`config.mk`:
```
export PLATFORM = sky130hd
export DESIGN_NAME = seq_unsigned_adder
export DESIGN_NICKNAME = d
export VERILOG_FILES = /design/src/rtl/seq_unsigned_adder.sv
export SDC_FILE = /design/constraint.sdc
export NUM_CORES = 1
export LEC_CHECK = 0
export ABC_AREA = 1
export BUFFER_PORTS_ARGS = -buffer_cell sky130_fd_sc_hd__buf_4
export CORE_MARGIN = 2
export CORE_UTILIZATION = 50
export CTS_BUF_LIST = sky130_fd_sc_hd__clkbuf_2 sky130_fd_sc_hd__clkbuf_4 sky130_fd_sc_hd__clkbuf_8
export DETAILED_ROUTE_END_ITERATION = 8
export HOLD_SLACK_MARGIN = 0.08
export PLACE_DENSITY_LB_ADDON = 0.08
export SYNTH_ARGS = -nofsm -noshare
export SYNTH_HDL_FRONTEND = slang
export SYNTH_SLANG_ARGS = --single-unit
```
`constraint.sdc`:
```
create_clock -name clk -period 2.2 [get_ports clk]
set_clock_uncertainty 0.15 [all_clocks]
set_input_delay 0.11 -clock clk [delete_from_list [all_inputs] [get_ports clk]]
set_output_delay 0.11 -clock clk [all_outputs]
set_load 0.05 [all_outputs]
```
`src/rtl/seq_unsigned_adder.sv`:
```
// Multi-cycle unsigned adder: a+b+cin computed CHUNK bits per clock through a registered carry.
// Build option: define SEQ_ADDER_SATURATE_EN to clamp sum to all-ones when the final carry is set.
//
// state | meaning
// IDLE  | waiting for operands, in_ready=1
// RUN   | adding one slice per clock, slice index idx_q
// DONE  | result held on sum/carry_out until consumed, out_valid=1
module seq_unsigned_adder #(
  parameter int WIDTH = 16,
  parameter int CHUNK = 4
) (
  input  logic             clk,
  input  logic             rst,
  input  logic             in_valid,
  output logic             in_ready,
  input  logic [WIDTH-1:0] a,
  input  logic [WIDTH-1:0] b,
  input  logic             cin,
  output logic             out_valid,
  input  logic             out_ready,
  output logic [WIDTH-1:0] sum,
  output logic             carry_out
);

  localparam int NSLICE = WIDTH / CHUNK;
  localparam int IDXW   = (NSLICE > 1) ? $clog2(NSLICE) : 1;

  if (WIDTH < 1 || CHUNK < 1 || CHUNK > WIDTH || (WIDTH % CHUNK) != 0) begin : g_bad_params
    $error("seq_unsigned_adder: WIDTH must be >= 1 and a multiple of CHUNK (1 <= CHUNK <= WIDTH)");
  end

  typedef enum logic [1:0] {
    IDLE = 2'd0,
    RUN  = 2'd1,
    DONE = 2'd2
  } state_t;

  state_t            state_q, state_d;
  logic [WIDTH-1:0]  a_q, a_d;
  logic [WIDTH-1:0]  b_q, b_d;
  logic              carry_q, carry_d;
  logic [IDXW-1:0]   idx_q, idx_d;
  logic [WIDTH-1:0]  sum_q, sum_d;
  logic              cout_q, cout_d;

  logic [31:0]       slice_sh;
  logic [WIDTH-1:0]  slice_mask;
  logic [CHUNK-1:0]  a_slice;
  logic [CHUNK-1:0]  b_slice;
  logic [CHUNK:0]    slice_res;
  logic              last_slice;

  // Slices are selected by shifting rather than a variable part-select so the
  // datapath stays a plain barrel shift of the latched operands.
  assign slice_sh   = 32'(idx_q) * 32'(CHUNK);
  assign slice_mask = {WIDTH{1'b1}} >> (WIDTH - CHUNK);
  assign a_slice    = CHUNK'(a_q >> slice_sh);
  assign b_slice    = CHUNK'(b_q >> slice_sh);
  assign slice_res  = {1'b0, a_slice} + {1'b0, b_slice} + {{CHUNK{1'b0}}, carry_q};
  assign last_slice = (idx_q == IDXW'(NSLICE - 1));

  always_ff @(posedge clk) begin
    if (rst) begin
      state_q <= IDLE;
      a_q     <= '0;
      b_q     <= '0;
      carry_q <= 1'b0;
      idx_q   <= '0;
      sum_q   <= '0;
      cout_q  <= 1'b0;
    end else begin
      state_q <= state_d;
      a_q     <= a_d;
      b_q     <= b_d;
      carry_q <= carry_d;
      idx_q   <= idx_d;
      sum_q   <= sum_d;
      cout_q  <= cout_d;
    end
  end

  always_comb begin
    state_d = state_q;
    a_d     = a_q;
    b_d     = b_q;
    carry_d = carry_q;
    idx_d   = idx_q;
    sum_d   = sum_q;
    cout_d  = cout_q;

    case (state_q)
      IDLE: begin
        if (in_valid) begin
          a_d     = a;
          b_d     = b;
          carry_d = cin;
          idx_d   = '0;
          sum_d   = '0;
          cout_d  = 1'b0;
          state_d = RUN;
        end
      end

      RUN: begin
        sum_d   = (sum_q & ~(slice_mask << slice_sh))
                | (WIDTH'(slice_res[CHUNK-1:0]) << slice_sh);
        carry_d = slice_res[CHUNK];
        if (last_slice) begin
          cout_d  = slice_res[CHUNK];
`ifdef SEQ_ADDER_SATURATE_EN
          if (slice_res[CHUNK]) begin
            sum_d = '1;
          end
`endif
          state_d = DONE;
        end else begin
          idx_d = idx_q + IDXW'(1);
        end
      end

      DONE: begin
        if (out_ready) begin
          state_d = IDLE;
        end
      end

      default: begin
        state_d = IDLE;
      end
    endcase
  end

  // Handshake outputs come only from the state register, never from in_valid/out_ready.
  assign in_ready  = (state_q == IDLE);
  assign out_valid = (state_q == DONE);
  assign sum       = sum_q;
  assign carry_out = cout_q;

endmodule
```
==> impl_results.rst, run 1 <==
.. list-table::
   :header-rows: 1

   * - Metric
     - Value
   * - Status
     - complete, but fails checks
   * - Violations in the final reports
     - setup timing
   * - Die width
     - 73.4 um
   * - Minimum setup slack among reg-to-reg paths
     - -0.02 ns
   * - Peak per-stage delay on the critical path
     - 0.55 ns
   * - Clock sink total
     - 54
   * - Actual transition at the worst max-transition pin
     - 0.359 ns
   * - RSZ-0062 raised after global routing
     - yes
   * - Critical Path Most Common Cell
     - fa_2
   * - Detailed-placement wirelength estimate
     - 4.09 mm
   * - Dominant register cell in the synthesized netlist
     - dfxtp_1
   * - Clock buffer count from CTS
     - 5
   * - Data arrival at the endpoint of the critical path
     - 2.31 ns
   * - Gr ovfl total
     - 0
   * - Number of H-tree levels
     - 2
   * - Critical setup path kind
     - reg2reg
   * - Global-route wire length before repair
     - just over 10 mm
   * - Synthesis warning total
     - 0
   * - Proportion of layout cells with a drive suffix above 1
     - between 20% and 30%
   * - Hold Path Depth
     - 4
   * - Post-Syn Instances
     - between 300 and 400
   * - Total leakage power
     - around 1.5 nW
   * - Largest net degree at the start of global routing
     - 36
   * - Final Cycle Share
     - 101%
   * - I/O pin total
     - 56
   * - Clock insertion delay at the later pin of the skew report
     - roughly 0.31 ns
   * - Post-layout nets
     - ~460
   * - Final setup violating endpoints
     - 2
   * - Chip Height
     - 73.4 um
   * - Vias post-DR
     - 2,397
   * - Flip-flop and latch count after synthesis
     - between 50 and 60
   * - Per-instance average area after synthesis
     - 7.42 um2
   * - Remaining design rule violation count
     - 0
   * - Crit path capture type
     - flop
   * - Number of cells on the critical path
     - 9
   * - Slowest stage cell on the critical path
     - fa_2
   * - Worst Slack Setup Final
     - -0.0162 ns
   * - Ordered list of cells on the worst path
     - inv_6 -> o21ai_4 -> o22ai_2 -> fa_2 -> fa_2 -> inv_1 -> nor2_2 -> nand2_1 -> a21oi_1
   * - Max-slew violation total from the final report
     - 0
   * - Cell family with most CP delay
     - adder cells
   * - Min-Delay Path Class
     - in2reg
   * - Crit path time final
     - 2.22 ns
   * - Final design utilization
     - 73.8%
   * - Pre-CTS worst setup slack
     - -0.0458 ns
   * - Power, Total
     - ~2.6 mW
   * - GRT Overall Usage
     - 24.5%
   * - Ant diodes
     - 0
   * - Via count of the first global-routing pass
     - 2,220
   * - Filler-free cell count of the finished design
     - around 470
   * - Worst-path maximum fanout
     - 10
   * - Count of buffering cells on the critical path with inverters included
     - 2
   * - Worst slew slack as a fraction of its limit
     - around 76%
   * - Netlist Area Pre-Place
     - 0.00240 mm2
   * - Number of iterations in the first detailed-routing pass
     - 5
   * - Synthesized net count
     - 370
   * - Clock-pin slew on the worst setup and hold paths
     - 0.10 ns
   * - Crit path required time
     - approximately 2.3 ns
   * - Clock root buffer master
     - clkbuf_8
   * - Hold Path End
     - carry_q
   * - Num rows
     - 25
   * - Number of antenna violations at the first check in global routing
     - 0
   * - Initial detailed-routing violation count
     - around 140
   * - Via/cell ratio
     - ~5.1
   * - Fin. Hold Viols
     - 0
   * - Number of max-cap violations
     - 0
   * - Std-Cell Core Area
     - 0.00469 mm2
   * - Antenna-violating nets left
     - 0
   * - Worst IR drop on VDD
     - 0.431 mV
   * - Count of placed standard cells including taps
     - 426
   * - Starting utilization of the core area
     - 51.3%
   * - Number of port buffers
     - 55
   * - FF-to-FF Start
     - idx_q[0]
   * - Type of element launching the critical path
     - flop
   * - Number of synthesized flops with an enable pin
     - 0
   * - Aggregate negative setup slack
     - -0.0179 ns
   * - Routability Congestion
     - 0.860
   * - Count of distinct cell types in the synthesized netlist
     - 27
   * - Area of the die
     - between 0.005 and 0.006 mm2
   * - TritonCTS clock tree
     - done
   * - Total power divided by cell area
     - 757 mW/mm2
   * - HP Start
     - in_valid
   * - R2R depth
     - 9
   * - Max Clock Freq
     - 0.451 GHz
   * - Reg-to-reg critical path endpoint
     - sum[9]
   * - Async set-reset flop share out of synthesis
     - 0%
   * - CTS max path bufs
     - 2
   * - Post-synthesis sequential area ratio
     - 45.0%
   * - WL final
     - 6.14 mm
   * - Synthesis-to-finish area growth
     - 44.1%
   * - Final routed wire length divided by cell count
     - about 13 um
## flip-flops by register name (all words and copies together) (netlist names)
signal / cells
a_q: 16
b_q: 16
sum: 16
idx_q: 2
state_q: 2
carry_out: 1
carry_q: 1
## logic make-up (layout without fill, tap and decap cells)
family	after synthesis	count (layout)	synth area share, %
compound gates	84	84	18.4
simple gates	142	142	23.8
buf+inv	34	128	7.18
fa+ha+maj	9	9	5.31
flops	54	54	45.0
xor+xnor	1	1	0.364
## timing repair
action                     in CTS  in global routing
hold buffers                   36                  0
hold endpoints to repair       51                  0
pin swaps                       1                  6
gates resized for setup         2                 16
setup buffers                   0                  2
setup endpoints to repair      10                 14
## cells in the mapped netlist, types with 2 or more instances
master | instances | area share [%]
inv_2 | 3 | 0.47
o22ai_1 | 8 | 2.1
nand3_1 | 3 | 0.62
buf_2 | 4 | 0.83
dfxtp_1 | 54 | 45
nand2_2 | 3 | 0.78
ha_1 | 7 | 3.6
nand4_1 | 4 | 1.0
buf_6 | 3 | 1.4
fa_1 | 2 | 1.7
clkbuf_2 | 5 | 1.0
clkbuf_1 | 3 | 0.47
nor2_2 | 4 | 1.0
inv_1 | 12 | 1.9
a21oi_1 | 22 | 4.6
nor2_1 | 88 | 14
nand2_1 | 39 | 6.1
o21ai_0 | 51 | 11
## final cells by class
type | instances | area (um2)
Multi-Input combinational cell | 236 | 1220
Clock inverter | 2 | 60.1
Clock buffer | 6 | 82.6
Fill cell | 392 | 1230
Tap cell | 54 | 67.6
Timing Repair Buffer | 103 | 871
Inverter | 17 | 76.3
Sequential cell | 54 | 1080
## layer usage
layer	up-vias	part of all wire (%)	global-route usage [%]
met5	-	0	0
met4	0	1.4	7.27
met3	8	4.7	4.66
met2	68	49	41.3
met1	1079	45	31.8
li1	1242	-	-
## worst min-delay path: stages
cell	delay, ns
buf_4	0.09
nand2_4	0.11
nand3_1	0.10
a31oi_1	0.07
## power breakdown
part | leakage [nW] | internal (mW) | switching (mW) | total (mW)
sequential | 0.445 | 1.05 | 0.0494 | 1.10
combinational | 1.00 | 0.310 | 0.406 | 0.716
clock | 0.0714 | 0.485 | 0.321 | 0.806
## layout by cell type, fill, tap and decap left out
cell,instances
nand4_1,4
ha_2,1
a21oi_1,20
buf_6,2
inv_2,4
ha_1,6
o21ai_2,1
nand3_1,2
a21oi_4,1
o21ai_0,45
buf_4,65
dlygate4sd3_1,36
o22ai_2,3
dfxtp_1,53
nand2_1,38
nand2_2,4
xnor2_2,1
nor2_1,85
inv_4,1
dfxtp_4,1
nand2_4,1
o21ai_4,1
inv_6,2
clkbuf_8,6
inv_1,10
bufinv_16,2
o21ai_1,5
a21oi_2,2
nand3_2,1
a31oi_1,1
o22ai_1,5
fa_2,2
nor2_2,7
## metrics by stage
stage               hold WS [ns]  area, um2
finish                    0.0771       3460
global route              0.0828       3460
CTS                       0.0811       3400
detailed placement         0.217       2890
global placement           0.211       2890
floorplan                  0.124       2450
## worst max-delay path by stage
stage,slack [ns],from,endpoint
after floorplan,-0.07,idx_q[0],sum[9]
after global placement,0.01,idx_q[0],sum[1]
after detailed placement,-0.05,idx_q[0],sum[1]
after CTS,0.006,idx_q[0],sum[9]
after global routing,-0.11,idx_q[0],sum[1]
final,-0.02,idx_q[0],sum[9]
(Power assumes the default switching activity.)
==> inputs of run 2 (changes only) <==
==> constraint.sdc (replaced) <==
create_clock -name clk -period 2.8 [get_ports clk]
set_clock_uncertainty 0.15 [all_clocks]
set_input_delay 0.14 -clock clk [delete_from_list [all_inputs] [get_ports clk]]
set_output_delay 0.14 -clock clk [all_outputs]
set_load 0.05 [all_outputs]
==> impl_results.rst, run 2 (synthesis gave the netlist of run 1 again) <==
.. list-table::
   :header-rows: 1

   * - Metric
     - Value
   * - Status
     - completed
   * - Most common cell after layout, fill and taps aside
     - nor2_1
   * - Power, Total
     - 1.78 mW (-32%)
   * - Number of port buffers
     - 55 (unchanged)
   * - Initial detailed-routing violation count
     - 101 (-27%)
   * - Worst-path maximum fanout
     - 12 (+2)
   * - Count of instances resized after the clock tree is built
     - 0 (-2)
   * - Clock sink total
     - 54 (unchanged)
   * - Num rows
     - 25 (unchanged)
   * - Proportion of layout cells with a drive suffix above 1
     - 19.6% (-6.3 points)
   * - Final routed wire length divided by cell count
     - 12.9 um (-0.50%)
   * - Post-CTS Setup Repair Bufs
     - 0 (unchanged)
   * - Chip Height
     - 73.4 um (unchanged)
   * - Final hold slack
     - 0.229 ns (+0.152 ns)
   * - Ant diodes
     - 0 (unchanged)
   * - Min-Delay Path Class
     - in2reg
   * - Routability Congestion
     - 0.782 (-9.0%)
   * - Clock-pin slew on the worst setup and hold paths
     - 0.09 ns (about the same)
   * - Detailed-placement wirelength estimate
     - 3.87 mm (-5.4%)
   * - FF-to-FF Start
     - idx_q[0]
   * - Worst slew slack as a fraction of its limit
     - 45.4% (-31 points)
   * - Total power divided by cell area
     - 546 mW/mm2 (-28%)
   * - Number of max-cap violations
     - 0 (unchanged)
   * - Final Cycle Share
     - 86.9% (-14 points)
   * - Gr ovfl total
     - 0 (unchanged)
   * - Type of element launching the critical path
     - flop
   * - Global-route wire length before repair
     - 10.0 mm (-1.6%)
   * - Synthesis-to-finish area growth
     - 35.5%
   * - Via/cell ratio
     - 5.14 (+1.3%)
   * - Area taken by multi-input logic gates
     - 0.00115 mm2 (-5.8%)
   * - Clock insertion delay at the later pin of the skew report
     - 0.31 ns (about the same)
   * - Data arrival at the endpoint of the critical path
     - 2.48 ns (+0.17 ns)
   * - WL final
     - 6.00 mm (-2.4%)
   * - Std-Cell Core Area
     - 0.00469 mm2 (unchanged)
   * - TritonCTS clock tree
     - done
   * - Area of the die
     - 0.00538 mm2 (unchanged)
   * - Most frequent cells in the layout
     - nor2_1, buf_4, dfxtp_1
   * - Aggregate negative setup slack
     - 0 ns (+0.0179 ns)
   * - Sequential standard cell area
     - 0.00108 mm2 (-0.35%)
   * - Final setup violating endpoints
     - 0 (-2)
   * - Number of H-tree levels
     - 2 (unchanged)
   * - Via count of the first global-routing pass
     - 2,159 (-2.7%)
   * - Antenna-violating nets left
     - 0 (unchanged)
   * - Post-layout nets
     - 455 (-1.7%)
   * - Crit path required time
     - 2.84 ns (+0.54 ns)
   * - Starting utilization of the core area
     - 51.3% (unchanged)
   * - Remaining design rule violation count
     - 0 (unchanged)
   * - First element of the critical path
     - idx_q[0]
   * - Cell area after placement
     - 0.00281 mm2 (-2.7%)
   * - Crit path time final
     - 2.43 ns (+0.217 ns)
   * - Max Clock Freq
     - 0.411 GHz (-8.9%)
   * - Clock root buffer master
     - clkbuf_8
   * - Critical setup path kind
     - reg2reg
   * - Worst IR drop on VDD
     - 0.255 mV (-41%)
   * - R2R depth
     - 9 (unchanged)
   * - Non-Filler Cell Area, Final
     - 0.00326 mm2 (-6.0%)
   * - CTS max path bufs
     - 2 (unchanged)
   * - Die width
     - 73.4 um (unchanged)
   * - GRT Overall Usage
     - 24.2% (-0.28 points)
   * - Largest net degree at the start of global routing
     - 38 (+5.6%)
   * - Hold Path Depth
     - 4 (unchanged)
   * - Fin. Hold Viols
     - 0 (unchanged)
   * - Max-slew violation total from the final report
     - 0 (unchanged)
   * - Final design utilization
     - 69.4% (-4.4 points)
   * - RSZ-0062 raised after global routing
     - no
   * - Number of iterations in the first detailed-routing pass
     - 4 (-1)
   * - Fillcell total
     - 425 (+8.4%)
   * - I/O pin total
     - 56 (unchanged)
   * - HP Start
     - in_valid
   * - Number of antenna violations at the first check in global routing
     - 0 (unchanged)
   * - Crit path capture type
     - flop
   * - Actual transition at the worst max-transition pin
     - 0.818 ns (+0.459 ns)
   * - Number of buffers inserted by hold repair at cts
     - 36 (unchanged)
   * - Clock buffer count from CTS
     - 5 (unchanged)
   * - Vias post-DR
     - 2,382 (-0.63%)
   * - Total leakage power
     - 1.44 nW (-5.3%)
==> run 2: cell types whose count changed in the layout (fill, tap and decap cells not counted), moves of 3 or more <==
cell / previous run / this run
nor2_2: 7 / 4
o21ai_0: 45 / 51
o22ai_2: 3 / 0
o22ai_1: 5 / 8
o21ai_1: 5 / 1
nor2_1: 85 / 88
buf_4: 65 / 59
==> run 2: worst paths after layout <==
check            end  slack (ns)
max          carry_q        0.37
min          carry_q        0.23
max reg2reg  carry_q        0.37
min reg2reg  sum[13]        0.31
==> run 2: final cells by class <==
type                            count  share of cell area [%]
Sequential cell                    54                    33.2
Inverter                           17                    2.19
Clock buffer                        7                    2.57
Timing Repair Buffer               95                    24.7
Multi-Input combinational cell    236                    35.3
Tap cell                           54                    2.07
==> run 2: metal layers <==
metal | part of all wire (%) | GRT usage [%] | up-vias
li1 | - | - | 1226
met1 | 46 | 30.2 | 1097
met4 | 1.9 | 8.69 | 0
met2 | 49 | 42.1 | 49
met5 | 0 | 0 | -
met3 | 3.1 | 3.70 | 10
==> run 2: power by group <==
group          internal, mW  total [mW]  switching, mW
clock                 0.192       0.434          0.242
sequential            0.824       0.858         0.0331
combinational         0.196       0.487          0.291
total                  1.21        1.78          0.566
==> run 2: through the flow <==
stage	setup slack, ns	std cells
after CTS	0.385	463
after detailed placement	0.384	420
final	0.366	463
after floorplan	0.412	324
after global placement	0.436	420
after global routing	0.178	463
==> run 2: critical path, stage by stage (launching register included) <==
cell and delay [ns]:
dfxtp_1 0.35, inv_1 0.16, o21ai_0 0.19, o22ai_1 0.11, fa_1 0.44, fa_1 0.42, nand2_1 0.08, a21oi_1 0.05
o21ai_0 0.25, a31oi_1 0.11
==> inputs of run 3 (changes only) <==
--- a/config.mk
+++ b/config.mk
@@ -6,11 +6,12 @@
 export NUM_CORES = 1
 export LEC_CHECK = 0
 export ABC_AREA = 1
-export BUFFER_PORTS_ARGS = -buffer_cell sky130_fd_sc_hd__buf_4
+export BUFFER_PORTS_ARGS = -buffer_cell sky130_fd_sc_hd__buf_2
 export CORE_MARGIN = 2
 export CORE_UTILIZATION = 50
 export CTS_BUF_LIST = sky130_fd_sc_hd__clkbuf_2 sky130_fd_sc_hd__clkbuf_4 sky130_fd_sc_hd__clkbuf_8
 export DETAILED_ROUTE_END_ITERATION = 8
+export GPL_TIMING_DRIVEN = 0
 export HOLD_SLACK_MARGIN = 0.08
 export PLACE_DENSITY_LB_ADDON = 0.08
 export SYNTH_ARGS = -nofsm -noshare
==> impl_results.rst, run 3 (synthesis gave the netlist of run 1 again) <==
.. list-table::
   :header-rows: 1

   * - Metric
     - Value
   * - Status
     - completed
   * - Part of the power in registers
     - 48.8% (+0.6 points)
   * - Clk pwr share
     - 23.6% (-0.8 points)
   * - Area of the die
     - 0.00538 mm2 (unchanged)
   * - Proportion of layout cells with a drive suffix above 1
     - 21.9% (+2.3 points)
   * - Worst slew slack as a fraction of its limit
     - 71.3% (+26 points)
   * - Crit path time final
     - 2.63 ns (+0.195 ns)
   * - Fin. Hold Viols
     - 0 (unchanged)
   * - Clock-pin slew on the worst setup and hold paths
     - 0.09 ns (about the same)
   * - Most frequent cells in the layout
     - nor2_1, buf_2, dfxtp_1
   * - Reg-to-reg critical path endpoint
     - carry_q
   * - Via count of the first global-routing pass
     - 2,215 (+2.6%)
   * - WL final
     - 5.99 mm (-0.17%)
   * - Gr ovfl total
     - 0 (unchanged)
   * - Via/cell ratio
     - 5.05 (-1.7%)
   * - FF-to-FF Start
     - idx_q[0]
   * - Number of H-tree levels
     - 2 (unchanged)
   * - Hold Path End
     - idx_q[0]
   * - Data arrival at the endpoint of the critical path
     - 2.65 ns (+0.17 ns)
   * - Power share of the combinational group
     - 27.5% (about the same)
   * - Worst IR drop on VDD
     - 0.292 mV (+15%)
   * - Total leakage power
     - 1.44 nW (about the same)
   * - GRT Overall Usage
     - 23.9% (-0.32 points)
   * - Number of max-cap violations
     - 0 (unchanged)
   * - Max-slew violation total from the final report
     - 0 (unchanged)
   * - Clock insertion delay at the later pin of the skew report
     - 0.30 ns (about the same)
   * - Final routed wire length divided by cell count
     - 12.6 um (-2.5%)
   * - Aggregate negative setup slack
     - 0 ns (unchanged)
   * - Minimum setup slack among reg-to-reg paths
     - 0.17 ns (-0.20 ns)
   * - Crit path required time
     - 2.82 ns (-0.02 ns)
   * - Number of port buffers
     - 55 (unchanged)
   * - Post-CTS Setup Repair Bufs
     - 0 (unchanged)
   * - Clock buffer count from CTS
     - 5 (unchanged)
   * - Cell internal pwr
     - 1.20 mW (-0.75%)
   * - Hold Path Depth
     - 4 (unchanged)
   * - Global-route wire length before repair
     - 9.94 mm (-1.0%)
   * - Most common cell after layout, fill and taps aside
     - nor2_1
   * - Antenna-violating nets left
     - 0 (unchanged)
   * - RSZ-0062 raised after global routing
     - no
   * - Critical setup path kind
     - reg2reg
   * - Worst Slack Setup Final
     - 0.171 ns (-0.195 ns)
   * - Synthesis-to-finish area growth
     - 32.2%
   * - Final hold slack
     - 0.0877 ns (-0.141 ns)
   * - Final setup violating endpoints
     - 0 (unchanged)
   * - Max Clock Freq
     - 0.380 GHz (-7.4%)
   * - Die width
     - 73.4 um (unchanged)
   * - Largest net degree at the start of global routing
     - 15 (-61%)
   * - Remaining design rule violation count
     - 0 (unchanged)
   * - Vias post-DR
     - 2,396 (+0.59%)
   * - Final Cycle Share
     - 93.9% (+7.0 points)
   * - Routability Congestion
     - 0.833 (+6.5%)
   * - Clock sink total
     - 54 (unchanged)
   * - Number of antenna violations at the first check in global routing
     - 0 (unchanged)
   * - Min-Delay Path Class
     - in2reg
   * - Post-layout nets
     - 466 (+2.4%)
   * - R2R depth
     - 11 (+2)
   * - Total power divided by cell area
     - 553 mW/mm2 (+1.3%)
   * - Switching fraction of total power
     - 31.5% (-0.32 points)
   * - Actual transition at the worst max-transition pin
     - 0.430 ns (-0.388 ns)
   * - Pre-CTS worst setup slack
     - 0.0590 ns (-0.325 ns)
   * - Std-Cell Core Area
     - 0.00469 mm2 (unchanged)
   * - Detailed-placement wirelength estimate
     - 4.13 mm (+6.9%)
   * - Fillcell total
     - 429 (+0.94%)
   * - Initial detailed-routing violation count
     - 158 (+56%)
   * - Chip Height
     - 73.4 um (unchanged)
   * - Crit path capture type
     - flop
   * - Num rows
     - 25 (unchanged)
   * - Starting utilization of the core area
     - 51.3% (unchanged)
   * - CTS max path bufs
     - 2 (unchanged)
   * - I/O pin total
     - 56 (unchanged)
   * - Worst-path maximum fanout
     - 10 (-2)
   * - Type of element launching the critical path
     - flop
   * - Ant diodes
     - 0 (unchanged)
   * - P_sw
     - 0.553 mW (-2.2%)
   * - HP Start
     - rst
   * - Clock root buffer master
     - clkbuf_8
   * - Number of iterations in the first detailed-routing pass
     - 5 (+1)
   * - TritonCTS clock tree
     - done
## run 3: timing repair
| action | CTS | global route |
|---|---|---|
| endpoints found under the setup margin | 0 | 6 |
| hold endpoints to repair | 34 | 0 |
| hold buffers | 34 | 0 |
| resized for setup | 0 | 3 |
## run 3: power by group through the flow
stage | Combinational [mW] | Sequential, mW | Clock (mW)
2_1_floorplan | 0.292 | 0.905 | 0
3_3_place_gp | 0.430 | 0.873 | 0
3_5_place_dp | 0.439 | 0.875 | 0
4_1_cts | 0.476 | 0.857 | 0.425
5_1_grt | 0.542 | 0.865 | 0.460
6_report | 0.483 | 0.858 | 0.415
## run 3: final cells by class
cell class / instances / area, um2 / area share (%)
multi-input combinational: 236 / 1160 / 36.4
sequential: 54 / 1080 / 34.1
timing repair buffer: 89 / 616 / 19.4
buffer: 17 / 101 / 3.19
clock buffer: 7 / 83.8 / 2.64
inverter: 17 / 71.3 / 2.24
tap: 54 / 67.6 / 2.13
## run 3: worst max-delay path by stage
stage                        start        end  slack (ns)  depth (start not counted)
final                     idx_q[0]    carry_q        0.17                         11
after global routing      idx_q[0]    sum[14]       0.007                         11
after CTS                 idx_q[0]  carry_out        0.05                         11
after detailed placement  idx_q[0]  carry_out        0.06                         11
after global placement    idx_q[0]    carry_q        0.09                         11
after floorplan           idx_q[0]    carry_q        0.41                         11
## run 3: routing by layer
layer  vias up  track usage [%]  part of all wire [%]
li1       1251                -                     -
met1      1066             31.1                    48
met2        73             40.6                    47
met3         6             4.66                   4.4
met4         0             6.06                  0.92
met5         -                0                     0
## run 3: worst max-delay path, cell delays in order, from the launching register on
cell and delay, ns:
dfxtp_2 0.35, buf_4 0.15, inv_1 0.05, buf_2 0.18, o21ai_0 0.18, o22ai_1 0.15
fa_2 0.40, fa_2 0.37, nand2_1 0.08, a21oi_1 0.06, o21ai_0 0.27, a31oi_1 0.12
## run 3: stage by stage
step | util (%) | cell area (um2) | instances | power, mW
4_1_cts | 67.6 | 3170 | 474 | 1.76
3_3_place_gp | 58.6 | 2750 | 433 | 1.30
5_1_grt | 67.7 | 3180 | 474 | 1.87
3_5_place_dp | 58.6 | 2750 | 433 | 1.31
6_report | 67.7 | 3180 | 474 | 1.76
2_1_floorplan | - | 2400 | 324 | 1.20
